==> src/rtl/key_event_gen.sv <==
// key_event_gen: turns a debounced 4-bit key vector into press, release
// and auto-repeat pulses plus a key code. Chords of two or more keys are
// locked out until every key has been let go.
module key_event_gen #(
  parameter int LONG_CYC = 25_000_000,  // hold time before the first repeat
  parameter int REP_CYC  = 5_000_000,   // spacing of later repeats
  parameter int CNT_W    = 25           // must cover max(LONG_CYC, REP_CYC)
) (
  input  logic       clk,
  input  logic       rstn,
  input  logic [3:0] key_deb,
  output logic [1:0] key_code,
  output logic       key_press,
  output logic       key_release,
  output logic       key_repeat,
  output logic       key_held,
  output logic       key_err
);

  typedef enum logic [1:0] {IDLE, HOLD, REPEAT, LOCK} state_t;

  localparam logic [CNT_W-1:0] LONG_LAST = CNT_W'(LONG_CYC - 1);
  localparam logic [CNT_W-1:0] REP_LAST  = CNT_W'(REP_CYC - 1);

  state_t           state;
  logic [CNT_W-1:0] cnt;
  logic [3:0]       latched;

  logic             is_none;
  logic             is_onehot;
  logic [1:0]       idx;
  logic [CNT_W-1:0] cnt_last;

  // Decode the input vector: empty, single key (with its index), or chord.
  always_comb begin
    is_none   = (key_deb == 4'd0);
    is_onehot = !is_none && ((key_deb & (key_deb - 4'd1)) == 4'd0);
    idx       = 2'd0;
    case (key_deb)
      4'b0010: idx = 2'd1;
      4'b0100: idx = 2'd2;
      4'b1000: idx = 2'd3;
      default: idx = 2'd0;
    endcase
    // The first repeat waits the long interval, later ones the short one.
    cnt_last  = (state == HOLD) ? LONG_LAST : REP_LAST;
  end

  // Main FSM; every output is registered and pulses default low each cycle.
  always_ff @(posedge clk or negedge rstn) begin
    if (!rstn) begin
      state       <= IDLE;
      cnt         <= '0;
      latched     <= 4'd0;
      key_code    <= 2'd0;
      key_press   <= 1'b0;
      key_release <= 1'b0;
      key_repeat  <= 1'b0;
      key_held    <= 1'b0;
      key_err     <= 1'b0;
    end else begin
      key_press   <= 1'b0;
      key_release <= 1'b0;
      key_repeat  <= 1'b0;
      case (state)
        IDLE: begin
          if (is_onehot) begin
            state     <= HOLD;
            key_code  <= idx;
            latched   <= key_deb;
            key_press <= 1'b1;
            key_held  <= 1'b1;
            cnt       <= '0;
          end else if (!is_none) begin
            state   <= LOCK;
            key_err <= 1'b1;
          end
        end
        HOLD, REPEAT: begin
          if (key_deb == latched) begin
            // Compare-then-clear keeps the period exact and the counter
            // from ever wrapping.
            if (cnt == cnt_last) begin
              state      <= REPEAT;
              key_repeat <= 1'b1;
              cnt        <= '0;
            end else begin
              cnt <= cnt + 1'b1;
            end
          end else if (is_none) begin
            state       <= IDLE;
            key_release <= 1'b1;
            key_held    <= 1'b0;
            cnt         <= '0;
          end else begin
            // Key swapped or a second key added: release, then lock out.
            state       <= LOCK;
            key_release <= 1'b1;
            key_held    <= 1'b0;
            key_err     <= 1'b1;
            cnt         <= '0;
          end
        end
        LOCK: begin
          // Only a fully released keypad re-arms the detector.
          if (is_none) begin
            state   <= IDLE;
            key_err <= 1'b0;
          end
        end
        default: state <= IDLE;
      endcase
    end
  end

endmodule
==> config.mk <==
export PLATFORM = sky130hd
export DESIGN_NAME = key_event_gen
export DESIGN_NICKNAME = d
export VERILOG_FILES = /design/src/rtl/key_event_gen.sv
export SDC_FILE = /design/constraint.sdc
export NUM_CORES = 1
export LEC_CHECK = 0
export ABC_AREA = 1
export ABC_CLOCK_PERIOD_IN_PS = 4550
export CORE_MARGIN = 2
export CORE_UTILIZATION = 30
export CTS_CLUSTER_DIAMETER = 30
export DETAILED_ROUTE_END_ITERATION = 8
export PLACE_DENSITY = 0.45
export SYNTH_ARGS = -nofsm -noshare
export SYNTH_HDL_FRONTEND = slang
export SYNTH_SLANG_ARGS = --single-unit
==> constraint.sdc <==
create_clock -name clk -period 4.55 [get_ports clk]
set_input_delay 1.365 -clock clk [delete_from_list [all_inputs] [get_ports clk]]
set_output_delay 1.365 -clock clk [all_outputs]
set_load 0.03 [all_outputs]
==> After elaboration in Yosys (flattened, before gate mapping) <==
Index checks and enable logic that the tools add are counted.
{ "word_totals": {"ff_bits": 38, "input_bits": 6, "wordCells": 66, "output_inout_bits": 7} }
{ "classes": {"add_sub_neg": 2, "n_eq_ne": 14, "reduce_logical": 12, "muxes": 28, "bitwise": 1} }
{ "op_table": {"columns": ["cell", "n"], "rows": [
  ["25-bit two-way mux", 4],
  ["25-bit one-hot mux with 2 select lines", 1],
  ["25-bit by 1-bit adder with 25-bit output, second input constant", 1],
  ["25-bit equality test", 1],
  ["1-bit two-way mux", 13],
  ["2-bit two-way mux", 6],
  ["2-bit one-hot mux with 3 select lines", 2],
  ["3-bit AND reduction", 3],
  ["4-bit zero test", 2],
  ["2-bit != test, second input constant", 4],
  ["3-bit != test, second input constant", 2],
  ["4-bit AND", 1],
  ["2-bit equality test, second input constant", 2],
  ["4-bit by 2-bit equality test with 1-bit output, second input constant", 1],
  ["4-bit by 3-bit equality test with 1-bit output, second input constant", 1],
  ["4-bit equality test", 1],
  ["4-bit equality test, second input constant", 1],
  ["2-bit AND reduction", 2],
  ["4-bit by 1-bit subtractor with 4-bit output, second input constant", 1],
  ["1-bit one-hot mux with 3 select lines", 1],
  ["2-bit by 1-bit equality test with 1-bit output, second input constant", 1],
  ["2-bit zero test", 1],
  ["1-bit one-hot mux with 2 select lines", 1],
  ["2-bit nonzero test", 1],
  ["3 further kinds", 3]
]} }

==> Longest topological paths before layout <==
Gate-level depths: netlist (run 1).
{ "depth": {"ltp_word": 6, "ltp_mapped": 13} }

==> Worst setup path before layout (run 1) <==
OpenSTA, ideal clock, no wires.
{ "synth_timing": {"path_kind": "input to register", "start": "input port key_deb[2]", "end": "register cnt[12]", "slack_ns": 2.107, "required_time_ns": 4.435, "n_path_buf": 1, "t_arrival_ns": 2.328, "cell_stages": 9, "path_cell_list": "nor2_2 > nand2_1 > nand2_1 > nand3_2 > nand2_1 > inv_1 > a21oi_4 > buf_6 > nor2_1"} }
{ "synth_between": {"elab_chain_cells": 6, "elab_cells_between_ends": 11} }
{ "synth_rtl": {"columns": ["element", "line", "source"], "rows": [
  ["start: declaration", "11", "input logic [3:0] key_deb,"],
  ["4-bit by 1-bit subtractor with 4-bit output", "37", "is_onehot = !is_none && ((key_deb & (key_deb - 4'd1)) == 4'd0);"],
  ["4-bit AND", "37", null],
  ["4-bit zero test", "37", null],
  ["1-bit logical AND", "37", null],
  ["2-bit != test (no line)", null, null],
  ["2-bit AND reduction (no line)", null, null],
  ["end signal: assignment", "88", "cnt <= cnt + 1'b1;"],
  ["end: declaration", "26", "logic [CNT_W-1:0] cnt;"]
]} }
Parallel ways exist; a longest one is shown, timed or not.
A chain may end at the register's enable or synchronous reset.

==> Final worst setup path (run 1) <==
{ "layout_timing": {"start": "input port key_deb[3]", "end": "register cnt[17]"} }
The elaborated chain is that of the path after synthesis.

==> impl_results.md, run 1 <==
* Post-CTS setup buffers at 0
* Seq/Total Area, Yosys at 39.0%
* Initial core utilization at 31.2%
* Worst IR drop on VDD at 0.000339 V
* DRC Markers at 0
* Clock-pin slew on the worst setup and hold paths at 70 ps
* Syn_nets at 377
* Most common cell after layout, fill and taps aside: nand2_1
* Ports at 13
* Nets@finish at 389
* Die area at 8860 um^2
* Ys Warns at 0
* # resized after CTS at 0
* Ratio of cells with drive above 1 in the final layout at 5.79%
* Routed wire per std cell at 12.2 um
* Post-Synthesis Cells at 367
* I/O Buffers at 12
* Crit start category: primary input
* RSZ-0062 raised after global routing: no
* Post-Route M1 WL at 3080 um
* Via density at 4.53
* Final slew viol count at 0
* WP data required at 4700 ps
* Clock tree from TritonCTS: done
* Final instance area at 2760 um^2
* Critical path class: primary input to register
* Vias in the first global route at 2,190
* Register area at 951 um^2
* Initial antenna violation count at 0
* Clock tree buffer depth at 2
* Min Tclk post-route at 3190 ps
* Total length of routed wires at 5860 um
* Total GRT Usage at 14.7%
* Highest Signal Layer: met4
* Leakage dissipation at 0.00130 uW
* Fill count at 859
* Detailed placement HPWL at 4220 um
* Register bit total from synthesis at 38
* Post-synth cell types at 25
* Final hold violations at 0
* PD cells at 505 nW/um^2
* Max transition margin at 38.9%
* Die Y-Extent at 94.1 um
* WL met3 at 139 um
* Status: finished, final reports clean
* Max Cap Viol at 0
* Worst Skew at 11.9 ps
* Commonest non-fill, non-tap cells in the layout: 128 x nand2_1, 53 x nor2_1, 50 x inv_1
* Die Width at 94.1 um
* Post-Syn Area at 2440 um^2
* Post-DRT Antenna Nets at 0
* Hold WC Path Type: register to register
* Root Buffer: clkbuf_8
* Layout area overhead at 13.3%
* First-pass GRT wire length at 10,300 um
* Measured slew at the worst slew-check pin at 917 ps
* Core ar. at 7810 um^2
* Syn_area_per_cell at 6.64 um^2
* Arrival time at the worst endpoint at 3340 ps
* Cell Rows at 32
* TritonCTS buffer count at 5
* H-Tree Level Count at 2
* Drt first-iter violations at 109
* Hold_buf cts at 0
* FMAX at 313 MHz
* Final setup vio count at 0
* Multi-input gate area at 1230 um^2
* Clock Sinks at 38
* GRT overflow at 0
* Clk Latency, worst-skew pair at 300 ps
* Largest net degree at the start of global routing at 47
* CP endpoint kind: register
* Setup TNS at 0 ps
* Final period util at 70.1%
* GP Congestion at 0.841
* Vias at 2,184
* Antenna diodes at 0
* Detailed Routing Iterations Pass 1 at 4
* Crit Path Max Fanout at 19
* Cell Area, Placed at 2620 um^2
* Met2 Routed Length at 2590 um
-- cell families (layout without fill, tap and decap cells) --
kind of cell | Yosys count | after routing | share of synthesized area [%]
buffers and inverters | 58 | 71 | 10.4
xor gates and xnor gates | 3 | 3 | 1.08
and+or+nand+nor | 243 | 243 | 42.5
AOI/OAI and AO/OA | 21 | 21 | 4.98
DFF | 38 | 38 | 39.0
adders and majority gates | 4 | 4 | 2.05
-- Yosys cell counts, drive strengths merged --
cell type	number	area, um^2
nand2	130	493
nor2	59	241
inv	50	188
dfrtp	38	951
nand3	34	180
o21ai	15	75.1
nand4	11	68.8
buf	7	61.3
nor3	5	25.0
a21oi	4	31.3
ha	4	50.1
xor2	3	26.3
o31ai	2	15.0
and3	1	6.26
clkbuf	1	3.75
nand3b	1	7.51
nor2b	1	6.26
or2	1	6.26
-- report_power, final --
| part | switching [uW] | leakage, uW | internal (uW) | total, uW |
|---|---|---|---|---|
| combinational | 435 | 0.000721 | 173 | 608 |
| clock | 133 | 0.0000683 | 220 | 353 |
| sequential | 37.1 | 0.000512 | 394 | 431 |
-- critical path, stage by stage --
cell and delay [ps]:
clkdlybuf4s50_1 510, nor2_2 200, nand2_1 70, nand2_1 80
nand3_2 210, nand2_1 160, inv_1 130, a21oi_4 500
nor2_1 120
-- final cells by class --
| type | count | share of cell area, % |
|---|---|---|
| timing repair buffer | 13 | 4.44 |
| tap | 102 | 4.63 |
| clock inverter | 3 | 2.49 |
| inverter | 50 | 6.80 |
| sequential | 38 | 34.5 |
| clock buffer | 5 | 2.49 |
| multi-input combinational | 271 | 44.7 |
-- metal layers --
layer  global-route usage (%)  up-vias
met5                        0        -
met4                     3.99        0
met3                     2.81        5
met2                     24.2       19
met1                     19.7      999
li1                         -     1161
-- registers in the layout (all words and copies together) (netlist names) --
name	flops
latched	4
key_err	1
key_code	2
state	2
cnt	25
key_repeat	1
key_release	1
key_held	1
key_press	1
-- per-stage QoR --
step                total power (uW)  utilization [%]  cells  hold slack (ps)  worst slack, ps
global route                    1510             35.3    482              528             1130
CTS                             1410             35.3    482              497             1320
global placement                1060             33.6    474              484             1080
finish                          1390             35.3    482              489             1360
floorplan                        949                -    367              474             2110
detailed placement              1060             33.6    474              473             1010
-- worst paths after layout --
| kind | start | endpoint | slack, ps | cells after the start |
|---|---|---|---|---|
| worst max-delay path | key_deb[3] | cnt[17] | 1360 | 9 |
| worst min-delay path | key_code[0] | key_code[0] | 490 | 2 |
| worst max register to register | state[0] | cnt[17] | 2430 | 9 |
| worst min register to register | key_code[0] | key_code[0] | 490 | 2 |
| max in group asynchronous | rstn | cnt[23] | 2770 | 1 |
| min in group asynchronous | rstn | key_code[1] | 1200 | 1 |
Power figures use the tool's default switching activity.
==> inputs of run 2 (changes only) <==
--- a/config.mk
+++ b/config.mk
@@ -6,7 +6,7 @@
 export NUM_CORES = 1
 export LEC_CHECK = 0
 export ABC_AREA = 1
-export ABC_CLOCK_PERIOD_IN_PS = 4550
+export ABC_CLOCK_PERIOD_IN_PS = 3300
 export CORE_MARGIN = 2
 export CORE_UTILIZATION = 30
 export CTS_CLUSTER_DIAMETER = 30
==> constraint.sdc (replaced) <==
create_clock -name clk -period 3.3 [get_ports clk]
set_input_delay 0.99 -clock clk [delete_from_list [all_inputs] [get_ports clk]]
set_output_delay 0.99 -clock clk [all_outputs]
set_load 0.03 [all_outputs]
==> impl_results.md, run 2 (synthesis results as in run 1) <==
* Setup TNS at 0 ps
* Final hold violations at 0
* Final period util at 80.7%
* CP endpoint kind: register
* Drt first-iter violations at 121
* Largest net degree at the start of global routing at 47
* Worst r2r src: state[0]
* Min Tclk post-route at 2660 ps
* Total length of routed wires at 5940 um
* Clock Sinks at 38
* RSZ-0062 raised after global routing: no
* # resized after CTS at 0
* Worst r2r dst: cnt[23]
* Max transition margin at 39.5%
* FMAX at 376 MHz
* Comb pwr share at 46.1%
* Sw Ratio at 45.0%
* Hold_buf cts at 0
* Placed Cells at 475
* Final setup vio count at 0
* Top flop regs: cnt x25, latched x4
* GP Congestion at 0.827
* Ratio of cells with drive above 1 in the final layout at 5.79%
* Leakage dissipation at 0.00129 uW
* Initial antenna violation count at 0
* Cell Area, Placed at 2630 um^2
* Core ar. at 7810 um^2
* Post-CTS setup buffers at 0
* Vias at 2,194
* Final slew viol count at 0
* Die Width at 94.1 um
* Clock tree buffer depth at 2
* Clock-pin slew on the worst setup and hold paths at 70 ps
* Critical Path Max Stage Delay at 530 ps
* Antenna diodes at 0
* Status: finished, final reports clean
* Smallest hold slack at 483 ps
* Clock tree from TritonCTS: done
* Clock Power Share at 22.3%
* Measured slew at the worst slew-check pin at 907 ps
* Initial core utilization at 31.2%
* Cell Rows at 32
* Worst IR drop on VDD at 0.000976 V
* Die Y-Extent at 94.1 um
* WP data required at 3450 ps
* Die area at 8860 um^2
* TritonCTS buffer count at 5
* Pint at 1030 uW
* Layout area overhead at 12.5%
* Vias in the first global route at 2,136
* Worst Hold Launch: key_code[0]
* GRT overflow at 0
* Commonest non-fill, non-tap cells in the layout: 128 x nand2_1, 53 x nor2_1, 50 x inv_1
* Fin util at 35.1%
* PD cells at 681 nW/um^2
* Critical path cell sequence: clkdlybuf4s50_1 -> nor2_2 -> nand2_1 -> nand2_1 -> nand3_2 -> nand2_1 -> inv_1 -> a21oi_4 -> nor2_1
* Routed wire per std cell at 12.3 um
* Final instance area at 2740 um^2
* Flop-to-flop setup slack at 1140 ps
* Register share of total power at 31.6%
* Finished Layout Cells at 482
* Top reg by flops: cnt
* Max Cap Viol at 0
* Via density at 4.55
* P_sw at 839 uW
* Ports at 13
* Crit Path Max Fanout at 19
* Hold WC Path Type: register to register
* Slowest CP cell: a21oi_4
* Crit start category: primary input
* Total GRT Usage at 15.4%
* Nets@finish at 390
* DRC Markers at 0
* Hold path endpoint: key_code[0]
* Crit path top cell by count: nand2_1
* Max reg flops at 25
* Worst Skew at 10.4 ps
* Hold path cells at 2
* I/O Buffers at 12
* First-pass GRT wire length at 10,600 um
* Post-DRT Antenna Nets at 0
* Number of cells on the worst reg-to-reg path at 9
* H-Tree Level Count at 2
* Detailed Routing Iterations Pass 1 at 4
* Most common cell after layout, fill and taps aside: nand2_1
* Arrival time at the worst endpoint at 2810 ps
* Root Buffer: clkbuf_8
* Clk Latency, worst-skew pair at 300 ps
* Critical path class: primary input to register
* Detailed placement HPWL at 4240 um
* Fill count at 857
-- run 2: cell types whose count changed in the layout (fill, tap and decap cells not counted) --
cell,delta
buf_4,+1
bufinv_16,-1
clkbuf_8,+1
clkinv_4,-1
-- run 2: per-stage QoR --
stage                     total power (uW)  setup WS [ps]
final                                 1870            638
after global routing                  2030            421
after global placement                1470            376
after floorplan                       1310           1230
after detailed placement              1470            329
after CTS                             1890            617
-- run 2: critical path: cells and delay by family --
kind	cells	cell delay [ps]
buf+inv	2	640
simple gates	6	640
compound gates	1	530
-- run 2: how the worst max path moves through the flow --
| stage | start | endpoint | cells after the start |
|---|---|---|---|
| floorplan | key_deb[2] | cnt[12] | 9 |
| global placement | key_deb[3] | cnt[23] | 9 |
| detailed placement | key_deb[3] | cnt[23] | 9 |
| CTS | key_deb[3] | cnt[23] | 9 |
| global route | key_deb[2] | cnt[23] | 9 |
| finish | key_deb[3] | cnt[23] | 9 |
-- run 2: power by group through the flow --
stage | combinational [uW] | clock, uW | sequential (uW)
2_1_floorplan | 649 | 0 | 659
3_3_place_gp | 870 | 0 | 601
3_5_place_dp | 869 | 0 | 599
4_1_cts | 873 | 431 | 591
5_1_grt | 981 | 450 | 600
6_report | 861 | 416 | 590
-- run 2: layer usage --
metal / part of all wire [%] / global-route usage (%) / up-vias
met5: 0 / 0 / -
met3: 2.0 / 2.65 / 7
li1: - / - / 1159
met4: 1.3 / 4.71 / 0
met2: 45 / 23.6 / 19
met1: 52 / 21.9 / 1009
-- run 2: area by class of cell --
class,instances,area [um^2],share of cell area [%]
multi-input combinational,271,1230,45.0
sequential,38,951,34.7
inverter,50,188,6.85
timing repair buffer,14,130,4.75
tap,102,128,4.66
clock buffer,6,82.6,3.01
clock inverter,1,30.0,1.10
